===== config.mk =====
export PLATFORM = sky130hd
export DESIGN_NAME = led_pattern_ctrl
export DESIGN_NICKNAME = d
export VERILOG_FILES = /design/src/rtl/led_ctrl_pkg.sv /design/src/rtl/led_tick_gen.sv /design/src/rtl/led_pattern_ctrl.sv
export SDC_FILE = /design/constraint.sdc
export NUM_CORES = 1
export LEC_CHECK = 0
export CORE_MARGIN = 5
export CORE_UTILIZATION = 41
export CTS_CLUSTER_SIZE = 12
export DETAILED_ROUTE_END_ITERATION = 8
export SLEW_MARGIN = 20
export SYNTH_ARGS = -nofsm -noshare
export SYNTH_HDL_FRONTEND = slang
export SYNTH_HIERARCHICAL = 1
export SYNTH_SLANG_ARGS = --single-unit

===== constraint.sdc =====
create_clock -name clk -period 3.69 [get_ports clk]
set_input_delay 0.5535 -clock clk [delete_from_list [all_inputs] [get_ports clk]]
set_output_delay 0.5535 -clock clk [all_outputs]
set_load 0.005 [all_outputs]

===== src/rtl/led_ctrl_pkg.sv =====
// Shared encodings and helpers for the LED pattern sequencer.
package led_ctrl_pkg;

    localparam logic [1:0] MODE_RUN   = 2'd0;
    localparam logic [1:0] MODE_PING  = 2'd1;
    localparam logic [1:0] MODE_BLINK = 2'd2;
    localparam logic [1:0] MODE_BCNT  = 2'd3;

    localparam logic [7:0] LED_ALL_OFF = 8'hFF;
    localparam logic [7:0] LED_ALL_ON  = 8'h00;

    // LAT_NONE lets the first tick after reset always restart a sequence.
    typedef enum logic [2:0] {
        LAT_RUN   = {1'b0, MODE_RUN},
        LAT_PING  = {1'b0, MODE_PING},
        LAT_BLINK = {1'b0, MODE_BLINK},
        LAT_BCNT  = {1'b0, MODE_BCNT},
        LAT_NONE  = 3'd4
    } lat_mode_t;

    function automatic lat_mode_t to_lat(input logic [1:0] m);
        return lat_mode_t'({1'b0, m});
    endfunction

    function automatic logic [7:0] pos_led(input logic [2:0] p);
        return ~(8'h80 >> p);
    endfunction

endpackage


===== src/rtl/led_tick_gen.sv =====
// Step prescaler: divides clk by BASE_DIV >> speed, honours hold and speed changes.
module led_tick_gen #(
    parameter int unsigned BASE_DIV = 12000000,
    parameter int unsigned WIDTH    = 32
) (
    input  logic       clk,
    input  logic       rst_n,
    input  logic [1:0] speed,
    input  logic       hold,
    output logic       tick
);

    localparam logic [WIDTH-1:0] BASE = WIDTH'(BASE_DIV);

    logic [WIDTH-1:0] pcnt;
    logic [WIDTH-1:0] div_m1;
    logic [1:0]       speed_q;
    logic             speed_chg;

    assign div_m1    = (BASE >> speed) - WIDTH'(1);
    assign speed_chg = (speed != speed_q);
    assign tick      = !speed_chg && !hold && (pcnt == div_m1);

    // A speed change clears the count and suppresses any tick that cycle.
    always_ff @(posedge clk or negedge rst_n) begin
        if (!rst_n) begin
            pcnt    <= '0;
            speed_q <= 2'd0;
        end else begin
            speed_q <= speed;
            if (speed_chg)
                pcnt <= '0;
            else if (hold)
                pcnt <= pcnt;
            else if (tick)
                pcnt <= '0;
            else
                pcnt <= pcnt + WIDTH'(1);
        end
    end

endmodule


===== src/rtl/led_pattern_ctrl.sv =====
// LED bank sequencer: mode latch, pattern FSM and registered active-low outputs.
// Define LED_PATTERN_BINCNT_EN to build mode 3 as binary count; otherwise mode 3 runs like mode 0.
module led_pattern_ctrl
    import led_ctrl_pkg::*;
#(
    parameter int unsigned BASE_DIV = 12000000,
    parameter int unsigned WIDTH    = 32
) (
    input  logic       clk,
    input  logic       rst_n,
    input  logic [1:0] mode,
    input  logic [1:0] speed,
    input  logic       hold,
    output logic [7:0] led,
    output logic       step
);

    logic      tick;
    lat_mode_t lat_q;
    lat_mode_t lat_new;
    logic      restart;
    logic [2:0] pos;
    logic [2:0] pos_nx;
    logic       dir;
    logic       ph;
`ifdef LED_PATTERN_BINCNT_EN
    logic [7:0] bc;
`endif

    led_tick_gen #(
        .BASE_DIV (BASE_DIV),
        .WIDTH    (WIDTH)
    ) u_tick (
        .clk   (clk),
        .rst_n (rst_n),
        .speed (speed),
        .hold  (hold),
        .tick  (tick)
    );

    assign lat_new = to_lat(mode);
    assign restart = (lat_new != lat_q);
    assign pos_nx  = dir ? (pos - 3'd1) : (pos + 3'd1);

    // dir = 1 means moving down; it flips on arriving at either end.
    always_ff @(posedge clk or negedge rst_n) begin
        if (!rst_n) begin
            lat_q <= LAT_NONE;
            pos   <= 3'd0;
            dir   <= 1'b0;
            ph    <= 1'b0;
            led   <= LED_ALL_OFF;
            step  <= 1'b0;
`ifdef LED_PATTERN_BINCNT_EN
            bc    <= 8'd0;
`endif
        end else begin
            step <= tick;
            if (tick) begin
                lat_q <= lat_new;
                case (lat_new)
                    LAT_PING: begin
                        if (restart) begin
                            pos <= 3'd0;
                            dir <= 1'b0;
                            led <= pos_led(3'd0);
                        end else begin
                            pos <= pos_nx;
                            if (pos_nx == 3'd7)
                                dir <= 1'b1;
                            else if (pos_nx == 3'd0)
                                dir <= 1'b0;
                            led <= pos_led(pos_nx);
                        end
                    end
                    LAT_BLINK: begin
                        if (restart) begin
                            ph  <= 1'b0;
                            led <= LED_ALL_ON;
                        end else begin
                            ph  <= ~ph;
                            led <= ph ? LED_ALL_ON : LED_ALL_OFF;
                        end
                    end
`ifdef LED_PATTERN_BINCNT_EN
                    LAT_BCNT: begin
                        if (restart) begin
                            bc  <= 8'd1;
                            led <= ~8'd1;
                        end else begin
                            bc  <= bc + 8'd1;
                            led <= ~(bc + 8'd1);
                        end
                    end
`endif
                    default: begin
                        if (restart) begin
                            pos <= 3'd0;
                            led <= pos_led(3'd0);
                        end else begin
                            pos <= pos + 3'd1;
                            led <= pos_led(pos + 3'd1);
                        end
                    end
                endcase
            end
        end
    end

endmodule


==> reports/summary.txt, run 1 <==
CTS Buffer Depth: 2
initial DRC count: 210
syn_nets: 418
Maximum Capacitance Violations: 0
cell breakdown of the critical path: clkdlybuf4s50_1 -> inv_1 -> ha_1 -> or3_2 -> a2111o_1 -> nor4_2 -> nand3_1 -> nor3_2 -> buf_12 -> nand4bb_1 -> a21oi_1 -> a41oi_1 -> o21ai_1
Pwr Density: 259 nW/µm²
post-layout minimum cycle time: 3.36 ns
global-route wire length before repair: 15,200 µm
status: completed
pin count of the biggest net entering global routing: 30
post-detailed-route count of antenna-violating nets: 0
top cells by area, synth: dfrtp_1, dfstp_2, xnor2_1, ha_1, xor2_1
vias in the first global route: 2,964
fin nets: 428
drt wl/cell: 17.6 µm
pre-CTS setup slack: 0.0117 ns
compound-cell area share of the yosys netlist: 15.9%
crit share post-route: 91.0%
post-placement cell area: 3870 µm²
post-synthesis sequential area ratio: 35.6%
Worst-path clk slew: 0.11 ns
Die X: 104 µm
GRT Resource Usage Total: 16.8%
initial antenna violation count: 0
# IOs: 16
Async SR Flop Fraction: 100%
Antenna diodes: 0
RSZ-0062 raised after global routing: false
Synth Flop Type: dfrtp_1
worst skew pair latency: 0.31 ns
Clock Skews: 0.0168 ns
largest family of logic cells by synthesized area: simple AND/OR/NAND/NOR gates
Via density: 5.93
Die Ht: 104 µm
DR pass1 iterations: 5
mux share of post-synthesis cell area: 1.25%
CP startpoint kind: input port
Vias: 3,040
setup TNS: 0 ns
crit path kind: input port to register
Achievable Freq: 298 MHz
proportion of layout cells with a drive suffix above 1: 11.9%
VDD IR max: 0.132 mV
Warnings, synthesis: 6
Pleak: 1.51 nW
Reg power frac: 54.9%
Final Core Density: 45.9%
HPWL after DPL: 6470 µm
synthesized flop and latch total: 51
Worst setup EP type: register
Cell Int Power: 0.753 mW
row cnt: 34
Hold Fails Final Rpt: 0
Worst Tran Pin Value: 0.514 ns
Yosys top cell area share: 29.1%
combinational power share: 10.9%
path depth of the worst reg2reg path: 12
simple-gate portion of the synthesized area: 25.5%
CTS tree: built
Hold Buf Count CTS: 0
post-CTS setup buffer count: 0
Reg2Reg Setup Slack: 0.74 ns
H-tree levels: 2
fin area: 3970 µm²
cts repair resizes: 0
mapped cell area: 3610 µm²
CTS Root Cell: clkbuf_8
total CTS buffers: 5
crit path DAT: 3.60 ns
area of the core: 8640 µm²
Slew Viols, Final: 0
final WL: 9020 µm
clock share of power: 34.2%
Initial Util: 41.9%
Syn-to-layout area delta: 9.73%
Synth Area in Adders: 5.88%
Slowest-stage cell, CP: or3_2
slew margin rel.: 65.7%
routability congestion estimate from global placement: 0.883
final global-route overflow total: 0
worst-path fanout max: 24
cell count after synthesis: 394
Switch Pwr: 0.275 mW
Avg Inst Size Synth: 9.17 µm²
die area: 10,800 µm²
DRC errors left: 0
xor/xnor cell area share of the yosys netlist: 9.93%
Min-Delay Path Class: input port to async pin
Worst EP required: 3.94 ns
clk sinks: 51
CP max stage delay: 0.49 ns
PortBufs: 15
Synth cell types: 61
Switching Share: 26.8%
final worst slack: 0.332 ns
Post-synth EDFFs: 0
endpoints failing setup: 0
area leader, netlist: dfrtp_1
[per-layer routing]
metal / global-route usage (%) / share of wire [%] / wire [µm] / vias up
li1: - / - / - / 1460
met2: 27.6 / 48 / 4310 / 99
met5: 0 / 0 / 0 / -
met3: 2.48 / 4.3 / 384 / 12
met1: 22.6 / 46 / 4130 / 1469
met4: 6.01 / 2.2 / 196 / 0
[critical path, delay by kind of cell]
| family | cells | cell delay (ns) |
|---|---|---|
| and+or+nand+nor | 5 | 1.21 |
| buffers and inverters | 3 | 0.73 |
| AOI/OAI and AO/OA | 4 | 0.79 |
| adders and majority gates | 1 | 0.31 |
[cell type report]
class                   count  area, µm²
repair buffers             28        255
clock buffers               6       82.6
multi-input cells         299       2120
fillers                   814       4670
clock inverters             2       16.3
flip-flops and latches     51       1290
inverters                  19       71.3
well taps                 108        135
[path summary, 6_finish.rpt]
kind                                     start  endpoint
worst max register to register  u_tick/pcnt[0]    pos[2]
worst min register to register          led[7]    led[7]
min in group clk                        led[7]    led[7]
max in group asynchronous                rst_n    led[2]
worst min-delay path                     rst_n        ph
worst max-delay path                  speed[0]    pos[2]
[through the flow]
| step | std cells | hold WS, ns | power (mW) |
|---|---|---|---|
| global route | 513 | 0.231 | 1.07 |
| detailed placement | 505 | 0.468 | 0.686 |
| CTS | 513 | 0.210 | 1.04 |
| finish | 513 | 0.190 | 1.03 |
| floorplan | 394 | 0.258 | 0.643 |
| global placement | 505 | 0.476 | 0.686 |
[synth_stat cells, drive strengths merged, types with 3 or more instances]
library cell  number
ha                17
o31ai              8
xnor2             27
o41ai              6
inv               18
a221oi             4
nand3             16
xor2              14
and4               4
o211ai             3
nor2              28
or2                3
nand4             15
nand2             28
a21oi              9
nor4              15
buf               14
a21o               3
and3               6
clkbuf            11
nor3              13
dfrtp             42
o21ai             10
dfstp              9
and3b              4
o32ai              4
a211oi            15
or3                8
and2b              3
o22ai              3
nor2b              3
[flip-flops by register name, summed over array words and instances (netlist names)]
signal          count
dir                 1
lat_q               3
led                 8
ph                  1
pos                 3
step                1
u_tick/pcnt        32
u_tick/speed_q      2
[power by group through the flow]
stage | combinational, mW | sequential, mW | clock [mW]
floorplan | 0.0685 | 0.574 | 0
global placement | 0.111 | 0.574 | 0
detailed placement | 0.112 | 0.575 | 0
CTS | 0.112 | 0.564 | 0.363
global route | 0.126 | 0.565 | 0.383
finish | 0.112 | 0.564 | 0.352
[logic make-up (layout without fill, tap and decap cells)]
| group | Yosys count | after routing |
|---|---|---|
| AOI/OAI and AO/OA | 76 | 76 |
| xor gates and xnor gates | 41 | 41 |
| adders and majority gates | 17 | 17 |
| buffers and inverters | 44 | 55 |
| DFF | 51 | 51 |
| muxes | 3 | 3 |
| and+or+nand+nor | 162 | 162 |
[layout by cell type (no fill, tap or decap), drive strengths merged, types with 3 or more instances in the layout]
master         Yosys  routed
and2b              3       3
nor2b              3       3
buf               14      14
clkdlybuf4s50      0      14
dfrtp             42      42
ha                17      17
or2                3       3
o41ai              6       6
or3                8       8
a21o               3       3
o32ai              4       4
dfstp              9       9
and4               4       4
nor4              15      15
and3               6       6
xor2              14      14
o22ai              3       3
a221oi             4       4
a211oi            15      15
o31ai              8       8
inv               18      18
nand2             28      28
and3b              4       4
o211ai             3       3
nor2              28      28
xnor2             27      27
clkbuf            11       6
nand4             15      15
nor3              13      13
o21ai             10      10
nand3             16      16
a21oi              9       9
No activity file was read; power rests on OpenSTA's default activity.
==> run 2: changes to the inputs <==
==> constraint.sdc (replaced) <==
create_clock -name clk -period 4.2 [get_ports clk]
set_input_delay 0.63 -clock clk [delete_from_list [all_inputs] [get_ports clk]]
set_output_delay 0.63 -clock clk [all_outputs]
set_load 0.005 [all_outputs]
==> run 2 against run 1 <==
Design area is 1.7% lower. Largest cell class unchanged. Sequential power is 12% lower. First-iteration DRC count is 23% lower. Cell count is 0.97% lower. Highest routed layer unchanged.
==> reports/summary.txt, run 2 (same netlist as run 1, synthesis figures left out) <==
critical path depth: 13 (unchanged)
RR Endpoint: pos[2]
Die X: 104 µm (unchanged)
PortBufs: 15 (unchanged)
most frequent cells in the layout: dfrtp_1, nand2_1, nor2_1
CTS tree: built
Seq. cell area: 1290 µm² (unchanged)
Slowest-stage cell, CP: or3_2
post-placement cell area: 3820 µm² (-1.3%)
setup TNS: 0 ns (unchanged)
drt wl/cell: 17.8 µm (+1.1%)
Initial Util: 41.9% (unchanged)
commonest non-fill, non-tap cell in the layout: dfrtp_1
register with the most flip-flops: u_tick/pcnt
Largest register FFs: 32 (unchanged)
final global-route overflow total: 0 (unchanged)
cts repair resizes: 0 (unchanged)
Hold Buf Count CTS: 0 (unchanged)
worst skew pair latency: 0.31 ns (about the same)
DRC errors left: 0 (unchanged)
CTS Root Cell: clkbuf_8
Maximum Capacitance Violations: 0 (unchanged)
fin nets: 423 (-1.2%)
Final Core Density: 45.1% (-0.78 points)
status: completed
post-layout minimum cycle time: 3.66 ns
Worst setup EP type: register
CP Buf/Inv Count: 3 (unchanged)
proportion of layout cells with a drive suffix above 1: 10.3% (-1.6 points)
slew margin rel.: 53.8% (-12 points)
final WL: 9030 µm (about the same)
final worst slack: 0.543 ns (+0.211 ns)
Slew Viols, Final: 0 (unchanged)
VDD IR max: 0.108 mV (-18%)
RSZ-0062 raised after global routing: false
Min-Delay Path Class: input port to async pin
endpoints failing setup: 0 (unchanged)
initial antenna violation count: 0 (unchanged)
crit path kind: input port to register
Vias: 3,030 (-0.33%)
Syn-to-layout area delta: 7.86%
Reg2Reg Setup Slack: 1.17 ns (+0.43 ns)
Achievable Freq: 273 MHz
Hold Fails Final Rpt: 0 (unchanged)
die area: 10,800 µm² (unchanged)
Clock Skews: 0.0137 ns (-0.00312 ns)
Worst Tran Pin Value: 0.691 ns (+0.177 ns)
Antenna diodes: 0 (unchanged)
# IOs: 16 (unchanged)
Post-Layout Cell Count: 508 (-0.97%)
footprint of the multi-input gates: 2120 µm² (unchanged)
# fillers: 850 (+4.4%)
pin count of the biggest net entering global routing: 52 (+73%)
routability congestion estimate from global placement: 0.915 (+3.6%)
H-tree levels: 2 (unchanged)
placed instance count: 500 (-0.99%)
CTS Buffer Depth: 2 (unchanged)
post-CTS setup buffer count: 0 (unchanged)
pre-CTS setup slack: 0.222 ns (+0.210 ns)
Pleak: 1.48 nW (-2.2%)
post-detailed-route count of antenna-violating nets: 0 (unchanged)
fin area: 3900 µm² (-1.7%)
clk sinks: 51 (unchanged)
initial DRC count: 161 (-23%)
Pwr Density: 224 nW/µm² (-14%)
global-route wire length before repair: 15,200 µm (-0.14%)
crit path DAT: 3.90 ns (+0.30 ns)
CP startpoint kind: input port
cell breakdown of the critical path: clkdlybuf4s50_1 -> inv_1 -> ha_1 -> or3_2 -> a2111o_1 -> nor4_2 -> nand3_1 -> nor3_2 -> buf_4 -> nand4bb_1 -> a21oi_1 -> a41oi_1 -> o21ai_1
Worst EP required: 4.44 ns (+0.50 ns)
total CTS buffers: 5 (unchanged)
Largest regs: u_tick/pcnt x32, led x8
Die Ht: 104 µm (unchanged)
GRT Resource Usage Total: 16.9% (+0.041 points)
area of the core: 8640 µm² (unchanged)
CP max stage delay: 0.51 ns (+0.02 ns)
worst r2r src: u_tick/pcnt[0]
CP top delay family: simple AND/OR/NAND/NOR gates
path depth of the worst reg2reg path: 12 (unchanged)
crit share post-route: 87.1%
vias in the first global route: 2,919 (-1.5%)
Worst-path clk slew: 0.10 ns (about the same)
worst-path fanout max: 24 (unchanged)
DR pass1 iterations: 4 (-1)
row cnt: 34 (unchanged)
HPWL after DPL: 6440 µm (-0.41%)
Via density: 5.96 (+0.65%)
## run 2: cell count changes in the layout (fill, tap and decap cells not counted)
| cell | previous run | this run |
|---|---|---|
| clkinvlp_4 | 1 | 0 |
| clkinv_2 | 0 | 1 |
| buf_4 | 12 | 8 |
| clkbuf_8 | 6 | 5 |
| clkinv_4 | 1 | 0 |
| buf_12 | 1 | 0 |
| clkbuf_1 | 0 | 2 |
## run 2: through the flow
step | hold WS [ns] | power (mW)
3_3_place_gp | 0.474 | 0.599
5_1_grt | 0.480 | 0.913
6_report | 0.414 | 0.873
2_1_floorplan | 0.334 | 0.564
3_5_place_dp | 0.484 | 0.599
4_1_cts | 0.438 | 0.888
## run 2: power breakdown
| group | internal [mW] | switching, mW |
|---|---|---|
| Combinational | 0.0303 | 0.0641 |
| Sequential | 0.493 | 0.00232 |
| Clock | 0.118 | 0.166 |
| Total | 0.641 | 0.232 |
## run 2: layout make-up
cell class                      count  share of cell area, %
Multi-Input combinational cell    299                   54.3
Sequential cell                    51                   33.0
Timing Repair Buffer               23                   5.26
Tap cell                          108                   3.47
Clock buffer                        7                   1.96
Inverter                           19                   1.83
Clock inverter                      1                  0.128
## run 2: metal layers
metal / global-route usage (%) / wire length [µm] / up-vias
met5: 0 / 0 / -
met4: 6.75 / 246 / 0
met3: 2.67 / 457 / 22
met2: 27.1 / 4330 / 93
met1: 22.7 / 4000 / 1457
li1: - / - / 1458
## run 2: worst max-delay path by stage
| stage | from | to | slack (ns) |
|---|---|---|---|
| after CTS | speed[0] | pos[2] | 0.56 |
| final | speed[0] | pos[2] | 0.54 |
| after global placement | speed[0] | pos[2] | 0.28 |
| after detailed placement | speed[0] | pos[2] | 0.22 |
| after floorplan | speed[0] | led[7] | 0.53 |
| after global routing | speed[0] | pos[2] | 0.31 |
